## config.mk

```make
export PLATFORM = sky130hd
export DESIGN_NAME = multicycle_control_unit_flat
export DESIGN_NICKNAME = d
export VERILOG_FILES = /design/src/rtl/multicycle_control_unit_if.sv /design/src/rtl/multicycle_control_unit.sv /design/src/flat_wrapper.sv
export SDC_FILE = /design/constraint.sdc
export NUM_CORES = 1
export LEC_CHECK = 0
export BUFFER_PORTS_ARGS = -buffer_cell sky130_fd_sc_hd__buf_2
export CELL_PAD_IN_SITES_DETAIL_PLACEMENT = 0
export CELL_PAD_IN_SITES_GLOBAL_PLACEMENT = 1
export CORE_ASPECT_RATIO = 1.1
export CORE_UTILIZATION = 34
export CTS_CLUSTER_DIAMETER = 200
export DETAILED_ROUTE_END_ITERATION = 16
export GPL_ROUTABILITY_DRIVEN = 0
export GPL_TIMING_DRIVEN = 0
export PLACE_DENSITY = 0.82
export SYNTH_ARGS = -nofsm -noshare
export SYNTH_HDL_FRONTEND = slang
export SYNTH_SLANG_ARGS = --single-unit
```

## constraint.sdc

```tcl
create_clock -name CLK -period 2.1 [get_ports CLK]
set_input_delay 0.42 -clock CLK [delete_from_list [all_inputs] [get_ports CLK]]
set_output_delay 0.42 -clock CLK [all_outputs]
set_load 0.02 [all_outputs]
```

## src/rtl/multicycle_control_unit_if.sv

```systemverilog
// Control-unit <-> datapath bundle.
//   master : control unit side (takes opcode/flags/handshake, drives strobes)
//   slave  : datapath side
// Signals: OPCODE, ZERO, MEM_READY toward the unit; IRWrite, PCWrite, PCSrc,
// RegDst, ALUSrc, ALUOp, MemToReg, RegWrite, MemRead, MemWrite, Illegal,
// State back to the datapath.
interface multicycle_control_unit_if #(
  parameter int OPCODE_W = 4,
  parameter int ALUOP_W  = 2
);
  logic [OPCODE_W-1:0] OPCODE;
  logic                ZERO;
  logic                MEM_READY;
  logic                IRWrite, PCWrite, RegDst, ALUSrc;
  logic                MemToReg, RegWrite, MemRead, MemWrite;
  logic [1:0]          PCSrc;
  logic [ALUOP_W-1:0]  ALUOp;
  logic                Illegal;
  logic [2:0]          State;

  modport master (
    input  OPCODE, ZERO, MEM_READY,
    output IRWrite, PCWrite, RegDst, ALUSrc, MemToReg, RegWrite,
           MemRead, MemWrite, PCSrc, ALUOp, Illegal, State
  );
  modport slave (
    output OPCODE, ZERO, MEM_READY,
    input  IRWrite, PCWrite, RegDst, ALUSrc, MemToReg, RegWrite,
           MemRead, MemWrite, PCSrc, ALUOp, Illegal, State
  );
endinterface

```

## src/rtl/multicycle_control_unit.sv

```systemverilog
// Multicycle CPU control FSM: FETCH -> DECODE -> EXEC -> [MEM] -> [WB] -> FETCH.
// Ports: CLK, RESET_N (async active-low), bus (multicycle_control_unit_if.master).
// Optional jump instruction (opcode 0101) is enabled by defining CU_JUMP_EN.
module multicycle_control_unit #(
  parameter int OPCODE_W = 4,
  parameter int ALUOP_W  = 2
) (
  input  logic CLK,
  input  logic RESET_N,
  multicycle_control_unit_if.master bus
);
  typedef enum logic [2:0] {
    FETCH = 3'd0, DECODE = 3'd1, EXEC = 3'd2, MEM = 3'd3, WB = 3'd4
  } state_t;

  localparam logic [OPCODE_W-1:0] OP_I   = OPCODE_W'(4'b0001);
  localparam logic [OPCODE_W-1:0] OP_LS  = OPCODE_W'(4'b0010);
  localparam logic [OPCODE_W-1:0] OP_SS  = OPCODE_W'(4'b0011);
  localparam logic [OPCODE_W-1:0] OP_BEQ = OPCODE_W'(4'b0100);
  localparam logic [OPCODE_W-1:0] OP_R   = OPCODE_W'(4'b0110);
`ifdef CU_JUMP_EN
  localparam logic [OPCODE_W-1:0] OP_J   = OPCODE_W'(4'b0101);
`endif

  localparam logic [ALUOP_W-1:0] ALU_ADD = '0;
  localparam logic [ALUOP_W-1:0] ALU_SUB = ALUOP_W'(2'b01);
  localparam logic [ALUOP_W-1:0] ALU_FN  = ALUOP_W'(2'b10);

  state_t              state, nextState;
  logic [OPCODE_W-1:0] opReg;

  logic               irWrite, pcWrite, regDst, aluSrc, memToReg, regWrite;
  logic               memRead, memWrite, illegal;
  logic [1:0]         pcSrc;
  logic [ALUOP_W-1:0] aluOp;

  function automatic logic isLegal(input logic [OPCODE_W-1:0] op);
    logic ok;
    ok = (op == OP_R) || (op == OP_I) || (op == OP_LS) ||
         (op == OP_SS) || (op == OP_BEQ);
`ifdef CU_JUMP_EN
    ok = ok || (op == OP_J);
`endif
    return ok;
  endfunction

  always_ff @(posedge CLK or negedge RESET_N) begin
    if (!RESET_N) begin
      state <= FETCH;
      opReg <= '0;
    end else begin
      state <= nextState;
      if (state == DECODE) opReg <= bus.OPCODE;
    end
  end

  always_comb begin
    nextState = state;
    irWrite   = 1'b0;
    pcWrite   = 1'b0;
    regDst    = 1'b0;
    aluSrc    = 1'b0;
    memToReg  = 1'b0;
    regWrite  = 1'b0;
    memRead   = 1'b0;
    memWrite  = 1'b0;
    illegal   = 1'b0;
    pcSrc     = 2'b00;
    aluOp     = ALU_ADD;
    unique case (state)
      FETCH: begin
        memRead = 1'b1;
        if (bus.MEM_READY) begin
          irWrite   = 1'b1;
          pcWrite   = 1'b1;
          nextState = DECODE;
        end
      end
      // Legality is judged on the live opcode; the latched copy drives EXEC on.
      DECODE: begin
        if (isLegal(bus.OPCODE)) nextState = EXEC;
        else begin
          illegal   = 1'b1;
          nextState = FETCH;
        end
      end
      EXEC: begin
        nextState = FETCH;
        if (opReg == OP_R) begin
          aluOp     = ALU_FN;
          nextState = WB;
        end else if (opReg == OP_I) begin
          aluSrc    = 1'b1;
          nextState = WB;
        end else if (opReg == OP_LS || opReg == OP_SS) begin
          aluSrc    = 1'b1;
          nextState = MEM;
        end else if (opReg == OP_BEQ) begin
          aluOp   = ALU_SUB;
          pcSrc   = 2'b01;
          pcWrite = bus.ZERO;
        end
`ifdef CU_JUMP_EN
        else if (opReg == OP_J) begin
          pcSrc   = 2'b10;
          pcWrite = 1'b1;
        end
`endif
      end
      MEM: begin
        memRead  = (opReg == OP_LS);
        memWrite = (opReg == OP_SS);
        if (bus.MEM_READY) nextState = (opReg == OP_LS) ? WB : FETCH;
      end
      WB: begin
        regWrite  = 1'b1;
        regDst    = (opReg == OP_R);
        memToReg  = (opReg == OP_LS);
        nextState = FETCH;
      end
      default: nextState = FETCH;
    endcase
  end

  // Reset forces every strobe low immediately, even though FETCH would
  // otherwise assert MemRead.
  always_comb begin
    bus.IRWrite  = RESET_N & irWrite;
    bus.PCWrite  = RESET_N & pcWrite;
    bus.RegDst   = RESET_N & regDst;
    bus.ALUSrc   = RESET_N & aluSrc;
    bus.MemToReg = RESET_N & memToReg;
    bus.RegWrite = RESET_N & regWrite;
    bus.MemRead  = RESET_N & memRead;
    bus.MemWrite = RESET_N & memWrite;
    bus.Illegal  = RESET_N & illegal;
    bus.PCSrc    = RESET_N ? pcSrc : 2'b00;
    bus.ALUOp    = RESET_N ? aluOp : '0;
    bus.State    = RESET_N ? state : 3'd0;
  end
endmodule

```

## src/flat_wrapper.sv

```systemverilog
// flat-port wrapper written by rule: the top's interface ports become plain ports
module multicycle_control_unit_flat 
#(
  parameter int OPCODE_W = 4,
  parameter int ALUOP_W  = 2
)
  (CLK, RESET_N, bus_OPCODE, bus_ZERO, bus_MEM_READY, bus_IRWrite, bus_PCWrite, bus_RegDst, bus_ALUSrc, bus_MemToReg, bus_RegWrite, bus_MemRead, bus_MemWrite, bus_PCSrc, bus_ALUOp, bus_Illegal, bus_State);
  multicycle_control_unit_if #(.OPCODE_W(OPCODE_W), .ALUOP_W(ALUOP_W)) bus_i ();
  input  logic CLK;
  input  logic RESET_N;
  input wire logic [$bits(bus_i.OPCODE)-1:0] bus_OPCODE;
  input wire logic [$bits(bus_i.ZERO)-1:0] bus_ZERO;
  input wire logic [$bits(bus_i.MEM_READY)-1:0] bus_MEM_READY;
  output wire logic [$bits(bus_i.IRWrite)-1:0] bus_IRWrite;
  output wire logic [$bits(bus_i.PCWrite)-1:0] bus_PCWrite;
  output wire logic [$bits(bus_i.RegDst)-1:0] bus_RegDst;
  output wire logic [$bits(bus_i.ALUSrc)-1:0] bus_ALUSrc;
  output wire logic [$bits(bus_i.MemToReg)-1:0] bus_MemToReg;
  output wire logic [$bits(bus_i.RegWrite)-1:0] bus_RegWrite;
  output wire logic [$bits(bus_i.MemRead)-1:0] bus_MemRead;
  output wire logic [$bits(bus_i.MemWrite)-1:0] bus_MemWrite;
  output wire logic [$bits(bus_i.PCSrc)-1:0] bus_PCSrc;
  output wire logic [$bits(bus_i.ALUOp)-1:0] bus_ALUOp;
  output wire logic [$bits(bus_i.Illegal)-1:0] bus_Illegal;
  output wire logic [$bits(bus_i.State)-1:0] bus_State;
  assign bus_i.OPCODE = bus_OPCODE;
  assign bus_i.ZERO = bus_ZERO;
  assign bus_i.MEM_READY = bus_MEM_READY;
  assign bus_IRWrite = bus_i.IRWrite;
  assign bus_PCWrite = bus_i.PCWrite;
  assign bus_RegDst = bus_i.RegDst;
  assign bus_ALUSrc = bus_i.ALUSrc;
  assign bus_MemToReg = bus_i.MemToReg;
  assign bus_RegWrite = bus_i.RegWrite;
  assign bus_MemRead = bus_i.MemRead;
  assign bus_MemWrite = bus_i.MemWrite;
  assign bus_PCSrc = bus_i.PCSrc;
  assign bus_ALUOp = bus_i.ALUOp;
  assign bus_Illegal = bus_i.Illegal;
  assign bus_State = bus_i.State;
  multicycle_control_unit #(.OPCODE_W(OPCODE_W), .ALUOP_W(ALUOP_W)) u_core (.CLK(CLK), .RESET_N(RESET_N), .bus(bus_i));
endmodule
```

# Word level (Yosys, flattened, before mapping)
# Index checks and enable logic that the tools add are counted.
# word_totals
input_bits	8
register_bits	7
out_inout_bits	16
# op_classes
muxes	36
n_bitwise	9
reduce_logical	7
eq_ne	16
# op_table
operator	count
two-way mux 2 bit	10
two-way mux 3 bit	6
two-way mux 1 bit	17
equality test 4 x 2 -> 1 bit, second input constant	4
equality test 4 x 3 -> 1 bit, second input constant	4
case mux 3 bit (4 select lines)	1
AND 1 bit	9
equality test 4 x 1 -> 1 bit, second input constant	2
equality test 3 x 2 -> 1 bit, second input constant	2
logical OR 1 bit	5
inequality test 2 bit, second input constant	2
case mux 1 bit (2 select lines)	2
equality test 3 x 1 -> 1 bit, second input constant	1
equality test 3 bit, second input constant	1
logical NOT 3 bit	1
AND reduction 2 bit	1

# Longest topological paths before layout
# depth
word_depth	8
ltp_mapped	4

# Least setup slack after synthesis
# Ideal clock, no wire load.
# synth_path
path_kind	register to output
start	reg u_core.opReg[2]
end	out bus_MemWrite
t_arrival_ns	1.494
path_buffers	0
required_time_ns	1.680
slack_ns	0.186
stages_incl_launch_ff	3
path_cell_list	dfrtp_1 > or3b_4 > nor4_1
# synth_via
elab_chain_len	3
# synth_lines
element	line_no	text
start: declaration	multicycle_control_unit.sv:30	logic [OPCODE_W-1:0] opReg;
start signal: assignment	multicycle_control_unit.sv:53	if (state == DECODE) opReg <= bus.OPCODE;
equality test 4 x 2 -> 1 bit	multicycle_control_unit.sv:112	memWrite = (opReg == OP_SS);
two-way mux 1 bit	multicycle_control_unit.sv:70	unique case (state)
AND 1 bit	multicycle_control_unit.sv:135	bus.MemWrite = RESET_N & memWrite;
end: declaration	flat_wrapper.sv:21	output wire logic [$bits(bus_i.MemWrite)-1:0] bus_MemWrite;
# Every way passes these cells.

# Worst setup path after layout
# Ends and elaborated chain as after synthesis.

==> impl_metrics.json <==
{
  "global_route_wire_length_before_repair_um": 2040,
  "leakagePower_nw": 0.383,
  "power.density_nw_per_um2": 1120,
  "finalNetCount": 96,
  "syn_inst": 60,
  "path_cells": "or3b_4 > nor4_1 > buf_2",
  "detail_route.wirelength_um": 1160,
  "initial_core_util_pct": 38.1,
  "timing.rr.end": "u_core.opReg[1]",
  "async_flop_share_pct": 100,
  "rsz0062_at_grt": "yes",
  "first_global_vias": 514,
  "dieHeight_um": 43.8,
  "critPathLaunchType": "flip-flop",
  "wl_per_cell_um": 11.2,
  "fin_setup_tns_ns": 0,
  "insertedDiodeCount": 0,
  "ctsHtreeMaxLevel": 1,
  "ys_seq_area_share_pct": 32.4,
  "syn_area_per_cell_um2": 9.01,
  "drcViolationCount": 0,
  "dp_hpwl_um": 956,
  "post_dr_vias_cell": 5.17,
  "worst-setup-path-type": "flip-flop to output pin",
  "cts_inserted_buffers": 3,
  "ctsHoldBuffers": 0,
  "clockBufferDepth": 2,
  "hold_path_class": "input port to asynchronous set/reset pin",
  "clock-skew-final_ns": 0.00194,
  "peakVddDrop_v": 0.000612,
  "drv_slew": 0,
  "fp.dieW_um": 40.0,
  "area.growth.synth_to_final_pct": 31.3,
  "synth-warning-count": 0,
  "drt_pre_antenna_iters": 2,
  "cts_num_sinks": 7,
  "design.die.area_um2": 1750,
  "net_count_synth": 68,
  "grt_remaining_overflow": 0,
  "port-buffer-count": 22,
  "final_layout_size_suffix_gt1_share_pct": 46.0,
  "path_buf_inv": 1,
  "synth_cell_types": 30,
  "grt_antenna_before_repair": 0,
  "cp_top_family": "simple AND/OR/NAND/NOR gates",
  "max-cap-violations": 0,
  "synth-seq-cells": 7,
  "end_kind": "output pin",
  "worst-r2r-setup-slack_ns": 0.69,
  "reg2regPathDepth": 2,
  "cp_slowest_cell": "dfrtp_1",
  "grt_usage_pct": 16.9,
  "path_depth": 3,
  "syn-cell-area_um2": 541,
  "clk_root_buffer_cell": "clkbuf_4",
  "postSynth.topFlopCell": "dfrtp_1",
  "core-area_um2": 1420,
  "regToRegStartpoint": "u_core.state[1]",
  "final_min_period_over_clock_period_pct": 95.4,
  "placement.setup.worst_slack_ns": 0.188,
  "synth-edff-count": 0,
  "worstPathArrival_ns": 1.58,
  "least_setup_slack_across_all_paths_after_layout_ns": 0.0956,
  "clock_latency_of_the_later_clocked_register_in_the_worst_skew_pair_ns": 0.24,
  "holdWs_ns": 0.0287,
  "io_pins": 24,
  "critPathMaxStageDelay_ns": 0.43,
  "grt_start_max_net_pins": 14,
  "clock_pin_slew_reported_for_the_worst_setup_and_hold_paths_after_clock_tree_synthesis_ns": 0.05,
  "setup_violations": 0,
  "rows": 14,
  "tritoncts": "done",
  "hold_viol_final": 0,
  "final_antenna_net_count": 0,
  "run_status": "complete, no violations",
  "dr_iter_0_viols": 9,
  "max_clock_freq_mhz": 499,
  "period_needed_ns": 2.00,
  "vias": 533,
  "post-route-util_pct": 50.0,
  "worst-path-max-fanout": 7,
  "crit_required_ns": 1.68
}
[how the worst max path moves through the flow]
stage / end / slack, ns / from
after detailed placement: bus_PCSrc[0] / 0.19 / RESET_N
after CTS: bus_PCWrite / 0.05 / u_core.state[2]
final: bus_MemWrite / 0.1 / u_core.opReg[2]
after floorplan: bus_MemWrite / 0.19 / u_core.opReg[2]
after global routing: bus_MemRead / -0.02 / u_core.opReg[2]
after global placement: bus_PCWrite / 0.21 / RESET_N
[repair_timing]
item	in CTS	in global routing
buffers inserted	0	1
gates resized for setup	0	2
setup endpoints to repair	0	4
[cells in the mapped netlist, drive strengths merged (2+ instances only)]
cell type  instances  area (µm²)
dfrtp              7         175
nor3               5        25.0
buf                4        27.5
nand2              4        15.0
nor4               4        40.0
and2               3        18.8
inv                3        11.3
mux2               3        33.8
nor2               3        11.3
o21ai              3        18.8
and3               2        12.5
nand2b             2        20.0
nor2b              2        12.5
nor3b              2        20.0
or2                2        12.5
or2b               2        15.0
[state kept, by name (all words and copies together) (netlist names)]
name,cells
u_core.opReg,4
u_core.state,3
[report_power, final]
part	switching, mW	leakage, nW	internal, mW
logic	0.216	0.282	0.201
clock network	0.0457	0.0150	0.0722
registers	0.0675	0.0866	0.191
total	0.329	0.383	0.464
[through the flow]
stage	instance area (µm²)	instances	total power [mW]
after floorplan	541	60	0.560
final	709	103	0.793
after CTS	697	102	0.782
after global routing	709	103	0.870
after detailed placement	671	98	0.657
after global placement	671	98	0.652
[worst reg2reg max path: stages, from the launching register on]
cell	delay, ns
dfrtp_1	0.47
nor3b_2	0.44
mux2_2	0.39
[routing by layer]
metal	up-vias	routed length, µm	global-route usage [%]
li1	267	-	-
met1	242	486	20.0
met2	20	586	28.1
met3	4	65	3.08
met4	0	18	8.28
met5	-	0	0
[logic make-up (layout without fill, tap and decap cells)]
group,count (synthesis),after routing,share of synthesized area (%)
and+or+nand+nor,33,33,41.2
AOI/OAI and AO/OA,9,9,12.3
DFF,7,7,32.4
buffers and inverters,7,34,7.17
muxes,3,3,6.25
other,1,1,0.694
[placed cells by master (no fill, tap or decap), types with 2 or more instances in the layout]
cell | Yosys | routed
clkbuf_4 | 0 | 3
or2b_1 | 2 | 2
and3_1 | 2 | 2
mux2_2 | 3 | 3
inv_1 | 3 | 3
nor3_1 | 5 | 5
buf_2 | 1 | 22
nor2b_1 | 2 | 2
buf_4 | 3 | 5
dfrtp_1 | 7 | 7
nor4_1 | 3 | 3
nor2_1 | 3 | 3
and2_1 | 3 | 3
o21ai_0 | 2 | 2
nand2_1 | 4 | 4
[final cells by class]
class	count	area [µm²]
Buffer	4	27.5
Clock buffer	4	26.3
Fill cell	145	709
Inverter	3	11.3
Multi-Input combinational cell	46	329
Sequential cell	7	175
Tap cell	16	20.0
Timing Repair Buffer	23	120
Power figures use the tool's default switching activity.
